**src/rtl/tree_sum_pkg.sv**
```systemverilog
// Shared types and width helpers for the pipelined K-lane reduction tree.
package tree_sum_pkg;

  typedef enum logic {
    TREE_SUM = 1'b0,
    TREE_ACC = 1'b1
  } tree_mode_e;

  // Width of each partial sum held in register stage s.
  function automatic int stage_w(input int width, input int s);
    return width + s + 1;
  endfunction

  function automatic int out_w(input int width, input int k, input int acc_beats);
    return width + $clog2(k) + $clog2(acc_beats);
  endfunction

endpackage

```
**src/rtl/tree_add_stage.sv**
```systemverilog
// One tree level: sign-extended pairwise adds of N_IN lanes into N_IN/2
// registered sums, with valid and mode/last sideband carried alongside.
module tree_add_stage
  import tree_sum_pkg::*;
#(
  parameter int N_IN = 4,
  parameter int IN_W = 8
) (
  input  logic                          clk,
  input  logic                          rst,
  input  logic                          i_en,
  input  logic                          i_valid,
  input  tree_mode_e                    i_mode,
  input  logic                          i_last,
  input  logic [N_IN*IN_W-1:0]          i_data,
  output logic                          o_valid,
  output tree_mode_e                    o_mode,
  output logic                          o_last,
  output logic [(N_IN/2)*(IN_W+1)-1:0]  o_data
);

  localparam int N_OUT = N_IN / 2;
  localparam int SUM_W = IN_W + 1;

  logic [N_OUT*SUM_W-1:0] w_sum;
  logic [N_OUT*SUM_W-1:0] r_data;
  logic                   r_valid;
  tree_mode_e             r_mode;
  logic                   r_last;

  for (genvar j = 0; j < N_OUT; j++) begin : g_pair
    logic signed [IN_W-1:0] w_a;
    logic signed [IN_W-1:0] w_b;
    assign w_a = i_data[(2*j)*IN_W +: IN_W];
    assign w_b = i_data[(2*j+1)*IN_W +: IN_W];
    assign w_sum[j*SUM_W +: SUM_W] = SUM_W'(w_a) + SUM_W'(w_b);
  end

  always_ff @(posedge clk) begin
    if (rst) begin
      r_valid <= 1'b0;
      r_mode  <= TREE_SUM;
      r_last  <= 1'b0;
      r_data  <= '0;
    end else if (i_en) begin
      r_valid <= i_valid;
      r_mode  <= i_mode;
      r_last  <= i_last;
      r_data  <= w_sum;
    end
  end

  assign o_valid = r_valid;
  assign o_mode  = r_mode;
  assign o_last  = r_last;
  assign o_data  = r_data;

endmodule

```
**src/rtl/tree_accum_sum.sv**
```systemverilog
// Pipelined signed K-lane reduction tree with valid/ready handshake and an
// optional multi-beat accumulate mode delimited by in_last.
module tree_accum_sum
  import tree_sum_pkg::*;
#(
  parameter int K         = 16,
  parameter int WIDTH     = 13,
  parameter int ACC_BEATS = 256,
  parameter int OUT_W     = out_w(WIDTH, K, ACC_BEATS)
) (
  input  logic                    clk,
  input  logic                    rst,
  input  logic                    in_valid,
  output logic                    in_ready,
  input  logic [K*WIDTH-1:0]      in_data,
  input  logic                    in_mode,
  input  logic                    in_last,
  output logic                    out_valid,
  input  logic                    out_ready,
  output logic signed [OUT_W-1:0] out_sum
);

  localparam int L      = $clog2(K);
  localparam int TREE_W = WIDTH + L;

  logic w_en;
  logic r_out_valid;
  logic signed [OUT_W-1:0] r_out_sum;
  logic signed [OUT_W-1:0] r_acc;
  logic r_open;

  // Whole pipeline freezes together so held results and bubbles stay aligned.
  assign w_en     = !r_out_valid || out_ready;
  assign in_ready = w_en;

  for (genvar s = 0; s < L; s++) begin : g_stage
    localparam int IN_W = stage_w(WIDTH, s) - 1;
    localparam int N_IN = K >> s;

    logic [N_IN*IN_W-1:0]          w_in_data;
    logic                          w_in_valid;
    tree_mode_e                    w_in_mode;
    logic                          w_in_last;
    logic [(N_IN/2)*(IN_W+1)-1:0]  w_data;
    logic                          w_valid;
    tree_mode_e                    w_mode;
    logic                          w_last;

    if (s == 0) begin : g_first
      assign w_in_data  = in_data;
      assign w_in_valid = in_valid;
      assign w_in_mode  = tree_mode_e'(in_mode);
      assign w_in_last  = in_last;
    end else begin : g_next
      assign w_in_data  = g_stage[s-1].w_data;
      assign w_in_valid = g_stage[s-1].w_valid;
      assign w_in_mode  = g_stage[s-1].w_mode;
      assign w_in_last  = g_stage[s-1].w_last;
    end

    tree_add_stage #(
      .N_IN (N_IN),
      .IN_W (IN_W)
    ) u_stage (
      .clk     (clk),
      .rst     (rst),
      .i_en    (w_en),
      .i_valid (w_in_valid),
      .i_mode  (w_in_mode),
      .i_last  (w_in_last),
      .i_data  (w_in_data),
      .o_valid (w_valid),
      .o_mode  (w_mode),
      .o_last  (w_last),
      .o_data  (w_data)
    );
  end

  logic signed [TREE_W-1:0] w_tree_sum;
  logic signed [OUT_W-1:0]  w_tree_ext;
  logic signed [OUT_W-1:0]  w_acc_base;
  logic signed [OUT_W-1:0]  w_acc_sum;
  logic                     w_tree_valid;
  tree_mode_e               w_tree_mode;
  logic                     w_tree_last;

  assign w_tree_sum   = g_stage[L-1].w_data;
  assign w_tree_valid = g_stage[L-1].w_valid;
  assign w_tree_mode  = g_stage[L-1].w_mode;
  assign w_tree_last  = g_stage[L-1].w_last;
  assign w_tree_ext   = OUT_W'(w_tree_sum);
  assign w_acc_base   = r_open ? r_acc : '0;
  assign w_acc_sum    = w_acc_base + w_tree_ext;

  always_ff @(posedge clk) begin
    if (rst) begin
      r_out_valid <= 1'b0;
      r_out_sum   <= '0;
      r_acc       <= '0;
      r_open      <= 1'b0;
    end else if (w_en) begin
      if (!w_tree_valid) begin
        r_out_valid <= 1'b0;
      end else if (w_tree_mode == TREE_SUM) begin
        r_out_sum   <= w_tree_ext;
        r_out_valid <= 1'b1;
      end else if (w_tree_last) begin
        r_out_sum   <= w_acc_sum;
        r_out_valid <= 1'b1;
        r_acc       <= '0;
        r_open      <= 1'b0;
      end else begin
        r_acc       <= w_acc_sum;
        r_open      <= 1'b1;
        r_out_valid <= 1'b0;
      end
    end
  end

  assign out_valid = r_out_valid;
  assign out_sum   = r_out_sum;

endmodule
```
**config.mk**
```make
export PLATFORM = sky130hd
export DESIGN_NAME = tree_accum_sum
export DESIGN_NICKNAME = d
export VERILOG_FILES = /design/src/rtl/tree_sum_pkg.sv /design/src/rtl/tree_add_stage.sv /design/src/rtl/tree_accum_sum.sv
export SDC_FILE = /design/constraint.sdc
export NUM_CORES = 1
export LEC_CHECK = 0
export BUFFER_PORTS_ARGS = -buffer_cell sky130_fd_sc_hd__buf_4
export CORE_UTILIZATION = 60
export CTS_CLUSTER_SIZE = 10
export DETAILED_ROUTE_END_ITERATION = 10
export HOLD_SLACK_MARGIN = 0.08
export PLACE_DENSITY_LB_ADDON = 0.08
export SLEW_MARGIN = 20
export SYNTH_ARGS = -nofsm -noshare
export SYNTH_HDL_FRONTEND = slang
export SYNTH_SLANG_ARGS = --single-unit
```
**constraint.sdc**
```tcl
create_clock -name clk -period 3.55 [get_ports clk]
set_input_delay 0.71 -clock clk [delete_from_list [all_inputs] [get_ports clk]]
set_output_delay 0.71 -clock clk [all_outputs]
set_load 0.03 [all_outputs]
```
### Yosys cells after proc, flatten, opt, wreduce, memory -nomap -nowiden

Cells that the tools add are included.

* logic and storage cells: 49
* output and inout port bits: 27
* memories: 0
* input port bits: 214
* bits in writable memories: 0
* bits in read-only memories: 0
* register bits: 285
* bits in latches: 0

* $add $sub $neg: 16
* muxes and demuxes: 8
* equal/unequal tests: 1
* shift-type cells: 0
* $mul: 0
* order comparisons: 0
* reduce and logical (&&, ||, !) cells: 4
* div/mod/pow operators: 0
* bitwise operators: 0

Operators by type and width (number)
* $add A13 B13 Y14: 8
* $mux W25: 4
* $add A14 B14 Y15: 4
* $add A15 B15 Y16: 2
* $add A25 B17 Y25: 1
* $add A16 B16 Y17: 1
* $reduce_and A3 Y1: 2
* $mux W1: 4
* $ne A2 B2 Y1 const B: 1
* $logic_not A1 Y1: 1
* $logic_or A1 B1 Y1: 1

### Logic depth before layout (Yosys ltp)

Gate-level depths: netlist of run 1.

* depth in word-level cells: 4
* mapped depth: 13
* gate-level depth less buffers: 12

### By module

From an unflattened synthesis of run 1, not the netlist that was laid out.

* cell total of the unflattened synthesis: 2510
* area, all modules: 20778.7 um^2

Modules (own cells, without submodules)
* tree_add_stage (g_stage[0].u_stage): instances 1, area each 8471.9 um^2, cells an instance 1053, seq. area each 2302.2 um^2
* tree_add_stage (g_stage[1].u_stage): instances 1, area each 4759.6 um^2, cells an instance 569, seq. area each 1261.2 um^2
* tree_accum_sum: instances 1, area each 3379.5 um^2, cells an instance 413, seq. area each 1041.0 um^2
* tree_add_stage (g_stage[2].u_stage): instances 1, area each 2703.8 um^2, cells an instance 311, seq. area each 700.7 um^2
* tree_add_stage (g_stage[3].u_stage): instances 1, area each 1463.9 um^2, cells an instance 164, seq. area each 400.4 um^2

### Least setup slack after synthesis of run 1

No wires, ideal clock.

* kind: register to register
* start point: register r_open
* end point: register r_out_sum[20] (netlist: out_sum[20])
* setup time: 119 ps
* period minus slack after synthesis: 2889 ps
* data arrival time: 2770 ps
* buffers on the path: 1
* cell stages (with the launch flop): 14
* setup slack: 661 ps
* required time: 3431 ps
* path through: dfxtp_1 -> clkbuf_1 -> and2_1 -> ha_1 -> inv_1 -> fa_1 -> nand2b_1 -> a21oi_2 -> o22ai_2 -> o31ai_4 -> nand3_1 -> and4_1 -> a211o_1 -> o221a_1

* word-level cells in the longest chain between the ends: 4

RTL lines
* start, declared: line tree_accum_sum.sv:30 `logic r_open;`
* start signal, assigned: line tree_accum_sum.sv:100 `r_open <= 1'b0;`
* start signal, assigned: line tree_accum_sum.sv:111 `r_open <= 1'b0;`
* start signal, assigned: line tree_accum_sum.sv:114 `r_open <= 1'b1;`
* $mux W25: line tree_accum_sum.sv:92 `assign w_acc_base = r_open ? r_acc : '0;`
* $add A25 B17 Y25: line tree_accum_sum.sv:93 `assign w_acc_sum = w_acc_base + w_tree_ext;`
* $mux W25: line tree_accum_sum.sv:107 `end else if (w_tree_last) begin`
* $mux W25: line tree_accum_sum.sv:104 `end else if (w_tree_mode == TREE_SUM) begin`
* end signal, assigned: line tree_accum_sum.sv:105 `r_out_sum <= w_tree_ext;`
* end signal, assigned: line tree_accum_sum.sv:108 `r_out_sum <= w_acc_sum;`
* end, declared: line tree_accum_sum.sv:28 `logic signed [OUT_W-1:0] r_out_sum;`

No other way between the ends. The select of a mux whose other input is x is not followed.
A chain may end at the register's enable or synchronous reset.

### Worst setup path after layout of run 1

* start point: register r_open
* end point: register r_out_sum[24] (netlist: out_sum[24])

Same word-level chain as after synthesis.

==> impl_summary.log, run 1 <==
INFO  metric fin_worst_hold_slack = 0.437 ns
INFO  metric cts-resized-gates = 0
INFO  metric final-max-slew-violation-count = 0
INFO  metric io_pins = 241
INFO  metric arrival = 3.41 ns
INFO  metric synthCells = 2408
INFO  metric fin_crit_sh = 85.3%
INFO  metric drc = 0
INFO  metric wire_per_inst = 15.4 um
INFO  metric fmax = 330 MHz
INFO  metric hold_path.startpoint = out_sum[18]
INFO  metric port_buffers = 240
INFO  metric post_synth.cell_area_avg = 8.04 um^2
INFO  metric min_path_type = flip-flop to flip-flop
INFO  metric drt_pass1_iterations = 5
INFO  metric cts.sink_count = 285
INFO  metric cts.path.max_buffers = 3
INFO  metric total_power = 10.6 mW
INFO  metric synth_top_flop_cell = sky130_fd_sc_hd__dfxtp_1
INFO  metric multi_input_gate_area = 13000 um^2
INFO  metric gr-total-overflow = 0
INFO  metric final.setup.worst_slack = 0.522 ns
INFO  metric synthToLayoutAreaGrowth = 16.4%
INFO  metric track_usage = 27.9%
INFO  metric clk_transition_reported_paths = 0.05 ns
INFO  metric floorplan.die.width = 182 um
INFO  metric clockRootBuffer = sky130_fd_sc_hd__clkbuf_16
INFO  metric post_route_cells_drive_above_1_share = 12.8%
INFO  metric dpl.hpwl = 34800 um
INFO  metric worstSetupEndpointType = flip-flop
INFO  metric netlist_area = 19400 um^2
INFO  metric starting_utilization_of_the_core_area = 61.2%
INFO  metric finish.net_count = 3078
INFO  metric rr_worst_depth = 11
INFO  metric grt_pass1_vias = 16775
INFO  metric n_antenna_cell = 0
INFO  metric period_needed = 3.03 ns
INFO  metric number_of_synthesized_flops_with_an_enable_pin = 0
INFO  metric min_path_cells = 2
INFO  metric grt_first_pass_wirelength = 77900 um
INFO  metric vias_per_cell = 5.82
INFO  metric rsz_0062_raised_after_global_routing = no
INFO  metric flops_latches_synth = 285
INFO  metric yosys_warnings = 0
INFO  metric run_status = complete, no violations
INFO  metric tritoncts.num_buffers = 35
INFO  metric pwr_density_cell = 470 nW/um^2
INFO  metric holdBufCountCts = 0
INFO  metric final.setup.tns = 0 ns
INFO  metric area_of_all_sequential_standard_cells = 5710 um^2
INFO  metric r2r-end = out_sum[24]
INFO  metric ys_seq_area_share = 29.5%
INFO  metric detailroute.via_count = 17641
INFO  metric asyncSetResetFlopFracSynth = 0%
INFO  metric initial_antenna_violation_count = 0
INFO  metric synth_cell_types = 73
INFO  metric layout.filler_cells = 2609
INFO  metric hold_viol_final = 0
INFO  metric hold-path-endpoint = out_sum[18]
INFO  metric setup_viol = 0
INFO  metric setup.worst_path.start_class = flip-flop
INFO  metric grt_max_degree = 189
INFO  metric cts-htree-levels = 2
INFO  metric timing.critical_path.fanout_max = 13
INFO  metric worst-endpoint-required = 3.93 ns
INFO  metric fp-row-count = 65
INFO  metric gp_congestion = 0.868
INFO  metric timing.slew.headroom = 37.0%
INFO  metric antenna_left = 0
INFO  metric dp_worst_setup_slack = 0.553 ns
INFO  metric dieHeight = 182 um
INFO  metric drt-initial-drc-count = 958
INFO  metric power.ir.vdd_worst = 0.000308 V
INFO  metric clock_tree_from_tritoncts = built
INFO  metric core_area = 31600 um^2
INFO  metric reg2reg_from = r_open
INFO  metric worst-slew-pin-transition = 0.944 ns
INFO  metric die-area = 33000 um^2
INFO  metric routed_wirelength = 46700 um
INFO  metric clock-skew-final = 0.0153 ns
INFO  metric timing.reg2reg.setup_slack = 0.52 ns
INFO  metric postCtsSetupRepairBufs = 0
INFO  metric clkLatencyLatePin = 0.50 ns
INFO  metric drv.max_cap_violation_count = 0
INFO  metric synth_nets = 2868
INFO  metric total_leakage_power = 10.2 nW
INFO  metric category_of_the_most_critical_setup_path = flip-flop to flip-flop
==> kinds of logic after synthesis <==
group	count (synthesis)	synth area share, %
AND/OR/NAND/NOR	744	17.2
adder cells (fa/ha/maj)	246	16.5
XOR/XNOR	150	6.79
buffers and inverters	170	3.31
AO/OA/AOI/OAI	801	26.1
flip-flops	285	29.5
multiplexers	12	0.621
==> routing by layer <==
metal | up-vias | wire, um | global-route usage (%)
met1 | 8130 | 21700 | 37.2
met4 | 0 | 947 | 7.19
li1 | 9034 | - | -
met2 | 411 | 22200 | 48.3
met5 | - | 0 | 0
met3 | 66 | 1830 | 2.63
==> worst max path at each step <==
stage                 from     endpoint  slack, ns  cells past startpoint
floorplan           r_open  out_sum[20]       0.66                     13
detailed placement  r_open  out_sum[24]       0.55                     11
CTS                 r_open  out_sum[24]       0.52                     11
global route        r_open  out_sum[14]       0.30                     11
finish              r_open  out_sum[24]       0.52                     11
global placement    r_open  out_sum[22]       0.60                     11
==> Yosys cell counts, drive strengths merged, types with 4 or more instances <==
cell type | number | area [um^2]
xnor2 | 98 | 858
o31a | 13 | 114
ha | 230 | 2880
o221a | 6 | 67.6
o21ai | 160 | 805
and3 | 10 | 62.6
a221o | 12 | 120
a21o | 58 | 435
buf | 17 | 66.3
a211o | 6 | 52.6
nor3 | 35 | 180
o22ai | 6 | 43.8
a22oi | 7 | 52.6
o21bai | 28 | 210
a22o | 18 | 158
nor2 | 194 | 728
and2 | 30 | 190
a211oi | 59 | 443
inv | 76 | 285
nor4 | 5 | 31.3
o211ai | 14 | 105
a21oi | 315 | 1590
mux2i | 12 | 120
nand2 | 335 | 1260
nor2b | 36 | 225
dfxtp | 285 | 5710
nor4b | 10 | 87.6
o31ai | 10 | 118
nand2b | 15 | 93.8
o2111ai | 4 | 35.0
xor2 | 52 | 455
nand3 | 33 | 165
clkbuf | 77 | 289
fa | 16 | 320
a31oi | 13 | 100
o21a | 43 | 323
nand4 | 5 | 31.3
or3 | 11 | 68.8
a221oi | 8 | 70.1
nor3b | 15 | 113
==> report_power, final <==
part / internal (mW) / total (mW) / switching (mW)
Sequential: 3.67 / 4.04 / 0.367
Clock: 1.83 / 3.11 / 1.28
Combinational: 1.60 / 3.45 / 1.85
==> area by class of cell <==
cell class / instances / share of cell area, %
multi-input cells: 1953 / 57.8
clock inverters: 2 / 0.0611
repair buffers: 267 / 9.08
clock buffers: 44 / 4.17
well taps: 402 / 2.23
flip-flops and latches: 285 / 25.3
inverters: 76 / 1.28
==> through the flow <==
| stage | util, % | area, um^2 | instances |
|---|---|---|---|
| 2_1_floorplan | - | 19400 | 2408 |
| 3_3_place_gp | 68.2 | 21600 | 2983 |
| 3_5_place_dp | 68.2 | 21600 | 2983 |
| 4_1_cts | 71.2 | 22500 | 3029 |
| 5_1_grt | 71.2 | 22500 | 3029 |
| 6_report | 71.2 | 22500 | 3029 |
==> worst max-delay path: stages, from the launching register on <==
cell and delay [ns]:
sky130_fd_sc_hd__dfxtp_1 0.44, sky130_fd_sc_hd__buf_4 0.23, sky130_fd_sc_hd__and2_1 0.15, sky130_fd_sc_hd__ha_1 0.28, sky130_fd_sc_hd__a21o_1 0.22, sky130_fd_sc_hd__or4_1 0.42, sky130_fd_sc_hd__o22ai_2 0.24, sky130_fd_sc_hd__o31ai_4 0.12
sky130_fd_sc_hd__a21oi_2 0.21, sky130_fd_sc_hd__o21ai_1 0.11, sky130_fd_sc_hd__xnor2_1 0.17, sky130_fd_sc_hd__a221o_1 0.32
==> cell usage in the layout (no fill, tap or decap), drive strengths merged, types with 28 or more instances in the layout <==
master / n
a211oi: 59
a21o: 58
a21oi: 315
and2: 30
buf: 267
clkbuf: 44
dfxtp: 285
ha: 230
inv: 77
nand2: 335
nand3: 33
nor2: 194
nor2b: 36
nor3: 35
o21a: 43
o21ai: 160
o21bai: 28
xnor2: 98
xor2: 52
==> registers in the layout (all words and copies together), names as in the netlist <==
register	cells
g_stage.u_stage.o_data	221
g_stage.u_stage.o_last	4
g_stage.u_stage.o_mode	4
g_stage.u_stage.o_valid	4
out_sum	25
out_valid	1
r_acc	25
r_open	1
Note: power is estimated with default switching activity, not from simulation.
==> inputs of run 2 (changes only) <==
--- a/config.mk
+++ b/config.mk
@@ -7,5 +7,7 @@
 export LEC_CHECK = 0
 export BUFFER_PORTS_ARGS = -buffer_cell sky130_fd_sc_hd__buf_4
-export CORE_UTILIZATION = 60
+export CELL_PAD_IN_SITES_DETAIL_PLACEMENT = 2
+export CELL_PAD_IN_SITES_GLOBAL_PLACEMENT = 2
+export CORE_UTILIZATION = 35
 export CTS_CLUSTER_SIZE = 10
 export DETAILED_ROUTE_END_ITERATION = 10
==> constraint.sdc (replaced) <==
create_clock -name clk -period 3.55 [get_ports clk]
set_input_delay 0.71 -clock clk [delete_from_list [all_inputs] [get_ports clk]]
set_output_delay 0.71 -clock clk [all_outputs]
set_load 0.005 [all_outputs]
==> run 2 against run 1 <==
Effect of this change: sequential cell count unchanged; worst hold slack worse by 0.014 ns; global-route usage shrank 5.8 points; sequential power about the same; critical path depth grew 1; critical endpoint is now out_sum[20]; highest routed layer unchanged.
==> impl_summary.log, run 2 (synthesis results as in run 1) <==
INFO  metric die-area = 56200 um^2 (was 33000 um^2)
INFO  metric dpl_cell_area = 21900 um^2 (was 21600 um^2)
INFO  metric setup.worst_path.start_class = flip-flop (unchanged)
INFO  metric port_buffers = 240 (unchanged)
INFO  metric worstPathCellList = and2_1 > ha_1 > inv_1 > fa_1 > nand2b_1 > a21oi_2 > o22ai_2 > o31ai_4 > nand3_1 > and4_1 > a211o_1 > o221a_1 (was buf_4 > and2_1 > ha_1 > a21o_1 > or4_1 > o22ai_2 > o31ai_4 > a21oi_2 > o21ai_1 > xnor2_1 > a221o_1)
INFO  metric dpl.hpwl = 47200 um (was 34800 um)
INFO  metric holdBufCountCts = 0 (unchanged)
INFO  metric min_path_type = input pin to flip-flop (was flip-flop to flip-flop)
INFO  metric core_area = 54200 um^2 (was 31600 um^2)
INFO  metric arrival = 3.58 ns (was 3.41 ns)
INFO  metric drv.max_cap_violation_count = 0 (unchanged)
INFO  metric post_route_cells_drive_above_1_share = 13.2% (was 12.8%)
INFO  metric worst-slew-pin-transition = 0.940 ns (was 0.944 ns)
INFO  metric finish.net_count = 3081 (was 3078)
INFO  metric worstSetupEndpointType = flip-flop (unchanged)
INFO  metric clockRootBuffer = sky130_fd_sc_hd__clkbuf_16 (unchanged)
INFO  metric wire_per_inst = 18.5 um (was 15.4 um)
INFO  metric track_usage = 22.1% (was 27.9%)
INFO  metric fp-row-count = 85 (was 65)
INFO  metric final.setup.tns = 0 ns (unchanged)
INFO  metric fin_worst_hold_slack = 0.423 ns (was 0.437 ns)
INFO  metric cts.sink_count = 285 (unchanged)
INFO  metric layout.cells.most_common_list = sky130_fd_sc_hd__nand2_1, sky130_fd_sc_hd__a21oi_1, sky130_fd_sc_hd__dfxtp_1 (unchanged)
INFO  metric tritoncts.num_buffers = 37 (was 35)
INFO  metric cts.path.max_buffers = 3 (unchanged)
INFO  metric category_of_the_most_critical_setup_path = flip-flop to flip-flop (unchanged)
INFO  metric clk_transition_reported_paths = 0.06 ns (was 0.05 ns)
INFO  metric final-max-slew-violation-count = 0 (unchanged)
INFO  metric grt_first_pass_wirelength = 103000 um (was 77900 um)
INFO  metric setup_viol = 0 (unchanged)
INFO  metric clock-skew-final = 0.0123 ns (was 0.0153 ns)
INFO  metric hold_viol_final = 0 (unchanged)
INFO  metric fin_area = 23100 um^2 (was 22500 um^2)
INFO  metric drt-initial-drc-count = 504 (was 958)
INFO  metric timing.critical_path.fanout_max = 8 (was 13)
INFO  metric clkLatencyLatePin = 0.55 ns (was 0.50 ns)
INFO  metric largest_stage_delay_worst_path = 0.48 ns (was 0.44 ns)
INFO  metric mostFrequentLayoutCell = sky130_fd_sc_hd__nand2_1 (unchanged)
INFO  metric vias_per_cell = 5.47 (was 5.82)
INFO  metric drt_pass1_iterations = 4 (was 5)
INFO  metric synthToLayoutAreaGrowth = 19.3% (was 16.4%)
INFO  metric cts-htree-levels = 2 (unchanged)
INFO  metric routed_wirelength = 61800 um (was 46700 um)
INFO  metric worst-endpoint-required = 3.99 ns (was 3.93 ns)
INFO  metric power.ir.vdd_worst = 0.000291 V (was 0.000308 V)
INFO  metric detailroute.via_count = 18262 (was 17641)
INFO  metric antenna_left = 0 (unchanged)
INFO  metric n_antenna_cell = 0 (unchanged)
INFO  metric postCtsSetupRepairBufs = 0 (unchanged)
INFO  metric floorplan.die.width = 237 um (was 182 um)
INFO  metric cts-resized-gates = 0 (unchanged)
INFO  metric clock_tree_from_tritoncts = built (unchanged)
INFO  metric largest_reg_flops = 221 (unchanged)
INFO  metric drc = 0 (unchanged)
INFO  metric period_needed = 3.14 ns (was 3.03 ns)
INFO  metric fmax = 319 MHz (was 330 MHz)
INFO  metric gp_congestion = 0.849 (was 0.868)
INFO  metric pwr_density_cell = 488 nW/um^2 (was 470 nW/um^2)
INFO  metric rsz_0062_raised_after_global_routing = no (unchanged)
INFO  metric io_pins = 241 (unchanged)
INFO  metric gr-total-overflow = 0 (unchanged)
INFO  metric grt_max_degree = 134 (was 189)
INFO  metric final_core_utilization = 42.6% (was 71.2%)
INFO  metric timing.reg2reg.setup_slack = 0.41 ns (was 0.52 ns)
INFO  metric run_status = complete, no violations (unchanged)
INFO  metric dieHeight = 237 um (was 182 um)
INFO  metric fin_crit_sh = 88.4% (was 85.3%)
INFO  metric total_leakage_power = 10.3 nW (was 10.2 nW)
INFO  metric cell_with_the_biggest_individual_delay_on_the_critical_path = sky130_fd_sc_hd__dfxtp_1 (unchanged)
INFO  metric initial_antenna_violation_count = 0 (unchanged)
INFO  metric starting_utilization_of_the_core_area = 35.7% (was 61.2%)
INFO  metric grt_pass1_vias = 20162 (was 16775)
INFO  metric timing.slew.headroom = 37.1% (was 37.0%)
==> run 2: changes by cell type in the layout (fill, tap and decap cells not counted) <==
cell,delta
sky130_fd_sc_hd__clkbuf_16,+4
sky130_fd_sc_hd__clkbuf_1,+6
sky130_fd_sc_hd__buf_4,+1
sky130_fd_sc_hd__inv_6,+1
sky130_fd_sc_hd__clkinv_2,+2
sky130_fd_sc_hd__nand2_1,-1
sky130_fd_sc_hd__clkbuf_8,+2
sky130_fd_sc_hd__inv_4,-1
sky130_fd_sc_hd__nand2_2,+1
sky130_fd_sc_hd__bufinv_16,+1
==> run 2: worst max-delay path: cells and delay by family (launching register included) <==
family          cells  cell delay [ns]
simple gates        4             0.77
flops               1             0.48
buf+inv             1             0.06
fa+ha+maj           2             0.56
compound gates      5             1.16
==> run 2: final timing paths <==
check / startpoint / end / cells past startpoint
worst max-delay path: r_open / out_sum[20] / 12
worst min register to register: g_stage[1].u_stage.o_mode / g_stage[1].u_stage.o_mode / 2
worst min-delay path: in_mode / g_stage[0].u_stage.o_mode / 3
worst max register to register: r_open / out_sum[20] / 12
==> run 2: area by class of cell <==
type	count	area, um^2
Timing Repair Buffer	268	2050
Clock buffer	56	1090
Fill cell	6169	31100
Tap cell	696	871
Sequential cell	285	5710
Inverter	76	290
Clock inverter	5	53.8
Multi-Input combinational cell	1953	13000
==> run 2: per-stage QoR <==
step           power (mW)  setup WS (ns)  std cells
3_5_place_dp         7.73          0.432       3278
2_1_floorplan        6.56          0.661       2408
6_report             11.3          0.411       3339
4_1_cts              11.5          0.406       3339
3_3_place_gp         7.55          0.579       3278
5_1_grt              12.0          0.258       3339
==> run 2: where the power goes <==
group	internal (mW)	leakage (nW)	total [mW]	switching (mW)
Clock	2.18	0.561	3.61	1.44
Sequential	3.67	2.35	4.03	0.366
Combinational	1.61	7.38	3.63	2.01
==> run 2: per-layer routing <==
layer | GRT usage, % | wire length (um) | vias up
met3 | 2.35 | 1560 | 81
met4 | 5.94 | 1280 | 0
met1 | 27.7 | 28600 | 8971
met2 | 40.0 | 30400 | 197
li1 | - | - | 9013
met5 | 0 | 0 | -
==> inputs of run 3 (changes only) <==
CORE_MARGIN = 3   (was not set)
REMOVE_ABC_BUFFERS = 1   (was not set)
==> run 3 against run 2 <==
Effect of this change: critical path depth unchanged; utilization about the same; total power decreased by 0.19%; largest cell class unchanged; largest power group unchanged; highest routed layer unchanged.
==> impl_summary.log, run 3 (synthesis results as in run 1) <==
INFO  metric starting_utilization_of_the_core_area = 35.7% (unchanged)
INFO  metric routed_wirelength = 63100 um (was 61800 um)
INFO  metric initial_antenna_violation_count = 0 (unchanged)
INFO  metric reg2reg_from = r_open (unchanged)
INFO  metric run_status = complete, no violations (unchanged)
INFO  metric worst-endpoint-required = 3.98 ns (was 3.99 ns)
INFO  metric dpl.hpwl = 48600 um (was 47200 um)
INFO  metric mostFrequentLayoutCell = sky130_fd_sc_hd__nand2_1 (unchanged)
INFO  metric drc = 0 (unchanged)
INFO  metric category_of_the_most_critical_setup_path = flip-flop to flip-flop (unchanged)
INFO  metric final.setup.tns = 0 ns (unchanged)
INFO  metric vias_per_cell = 5.45 (was 5.47)
INFO  metric source_of_the_critical_timing_path = r_open (unchanged)
INFO  metric hold_viol_final = 0 (unchanged)
INFO  metric holdBufCountCts = 0 (unchanged)
INFO  metric grt_first_pass_wirelength = 104000 um (was 103000 um)
INFO  metric fin_worst_hold_slack = 0.428 ns (was 0.423 ns)
INFO  metric cts-htree-levels = 2 (unchanged)
INFO  metric dieHeight = 241 um (was 237 um)
INFO  metric clk_transition_reported_paths = 0.05 ns (was 0.06 ns)
INFO  metric cts.path.max_buffers = 3 (unchanged)
INFO  metric total_leakage_power = 10.3 nW (about the same)
INFO  metric rsz_0062_raised_after_global_routing = no (unchanged)
INFO  metric min_path_cells = 3 (unchanged)
INFO  metric arrival = 3.45 ns (was 3.58 ns)
INFO  metric total_power = 11.3 mW (about the same)
INFO  metric track_usage = 21.9% (was 22.1%)
INFO  metric gr-total-overflow = 0 (unchanged)
INFO  metric layoutNonFillerInstCount = 3333 (was 3339)
INFO  metric drt_pass1_iterations = 6 (was 4)
INFO  metric clockRootBuffer = sky130_fd_sc_hd__clkbuf_16 (unchanged)
INFO  metric worst-slew-pin-transition = 0.780 ns (was 0.940 ns)
INFO  metric period_needed = 3.02 ns (was 3.14 ns)
INFO  metric wire_per_inst = 18.9 um (was 18.5 um)
INFO  metric largest_reg_flops = 221 (unchanged)
INFO  metric fmax = 331 MHz (was 319 MHz)
INFO  metric setup.worst_path.start_class = flip-flop (unchanged)
INFO  metric setup_viol = 0 (unchanged)
INFO  metric finish.net_count = 3078 (was 3081)
INFO  metric drt-initial-drc-count = 531 (was 504)
INFO  metric cts-resized-gates = 0 (unchanged)
INFO  metric layout.cells.most_common_list = sky130_fd_sc_hd__nand2_1, sky130_fd_sc_hd__a21oi_1, sky130_fd_sc_hd__dfxtp_1 (unchanged)
INFO  metric min_path_type = input pin to flip-flop (unchanged)
INFO  metric clock_tree_from_tritoncts = built (unchanged)
INFO  metric synthToLayoutAreaGrowth = 19.2% (was 19.3%)
INFO  metric gp_congestion = 0.836 (was 0.849)
INFO  metric post_route_cells_drive_above_1_share = 13.0% (was 13.2%)
INFO  metric cts.sink_count = 285 (unchanged)
INFO  metric fin_crit_sh = 85.2% (was 88.4%)
INFO  metric power.ir.vdd_worst = 0.000265 V (was 0.000291 V)
INFO  metric core_area = 54200 um^2 (unchanged)
INFO  metric grt_max_degree = 130 (was 134)
INFO  metric fp-row-count = 85 (unchanged)
INFO  metric tritoncts.num_buffers = 37 (unchanged)
INFO  metric antenna_left = 0 (unchanged)
INFO  metric port_buffers = 240 (unchanged)
INFO  metric detailroute.via_count = 18160 (was 18262)
INFO  metric pwr_density_cell = 488 nW/um^2 (about the same)
INFO  metric drv.max_cap_violation_count = 0 (unchanged)
INFO  metric cell_count_after_placement = 3275 (was 3278)
INFO  metric timing.slew.headroom = 47.8% (was 37.1%)
INFO  metric postCtsSetupRepairBufs = 0 (unchanged)
INFO  metric io_pins = 241 (unchanged)
INFO  metric grt_pass1_vias = 20072 (was 20162)
INFO  metric floorplan.die.width = 241 um (was 237 um)
INFO  metric timing.critical_path.fanout_max = 8 (unchanged)
INFO  metric clkLatencyLatePin = 0.54 ns (was 0.55 ns)
INFO  metric final-max-slew-violation-count = 0 (unchanged)
INFO  metric die-area = 58200 um^2 (was 56200 um^2)
INFO  metric rr_worst_depth = 12 (unchanged)
INFO  metric worstSetupEndpointType = flip-flop (unchanged)
INFO  metric n_antenna_cell = 0 (unchanged)
INFO  metric clock-skew-final = 0.0133 ns (was 0.0123 ns)
INFO  metric hold_path.startpoint = in_mode (unchanged)
run 3: cell types whose count changed in the layout (fill, tap and decap cells not counted):
cell	previous run	this run
sky130_fd_sc_hd__buf_12	3	5
sky130_fd_sc_hd__inv_6	2	3
sky130_fd_sc_hd__clkbuf_1	12	10
sky130_fd_sc_hd__buf_6	1	0
sky130_fd_sc_hd__clkinv_2	3	2
sky130_fd_sc_hd__buf_4	264	259
run 3: per-layer routing:
metal / routed length [um] / track usage (%) / up-vias / part of all wire (%)
met4: 1000 / 4.51 / 0 / 1.6
met3: 1500 / 2.18 / 55 / 2.4
met5: 0 / 0 / - / 0
met2: 31100 / 39.4 / 195 / 49
met1: 29500 / 28.3 / 8886 / 47
li1: - / - / 9024 / -
run 3: metrics by stage:
| stage | cell area [um^2] | utilization (%) | setup WS [ns] |
|---|---|---|---|
| 2_1_floorplan | 19000 | - | -14.01 |
| 3_3_place_gp | 22000 | 40.5 | 0.567 |
| 3_5_place_dp | 22000 | 40.5 | 0.491 |
| 4_1_cts | 23100 | 42.6 | 0.485 |
| 5_1_grt | 23100 | 42.6 | 0.252 |
| 6_report | 23100 | 42.6 | 0.525 |
run 3: where the power goes:
part | internal (mW) | switching, mW | total [mW]
Clock | 2.15 | 1.43 | 3.58
Sequential | 3.67 | 0.397 | 4.07
Combinational | 1.62 | 1.99 | 3.61
run 3: worst paths after layout:
path,endpoint,slack [ns]
max,out_sum[20],0.53
min,g_stage[0].u_stage.o_mode,0.43
max reg2reg,out_sum[20],0.53
min reg2reg,r_acc[20],0.44
run 3: layout make-up:
cell class | instances | area, um^2
clock inverters | 5 | 57.6
inverters | 76 | 290
repair buffers | 265 | 2060
fillers | 6108 | 31200
flip-flops and latches | 285 | 5710
multi-input cells | 1953 | 13000
clock buffers | 53 | 1070
well taps | 696 | 871
run 3: worst max-delay path: stages, from the launching register on:
cell	delay [ns]
sky130_fd_sc_hd__dfxtp_1	0.43
sky130_fd_sc_hd__and2_1	0.17
sky130_fd_sc_hd__ha_1	0.17
sky130_fd_sc_hd__inv_1	0.06
sky130_fd_sc_hd__fa_1	0.39
sky130_fd_sc_hd__nand2b_1	0.20
sky130_fd_sc_hd__a21oi_2	0.20
sky130_fd_sc_hd__o22ai_2	0.16
sky130_fd_sc_hd__o31ai_4	0.30
sky130_fd_sc_hd__nand3_1	0.14
sky130_fd_sc_hd__and4_1	0.23
sky130_fd_sc_hd__a211o_1	0.27
sky130_fd_sc_hd__o221a_1	0.20
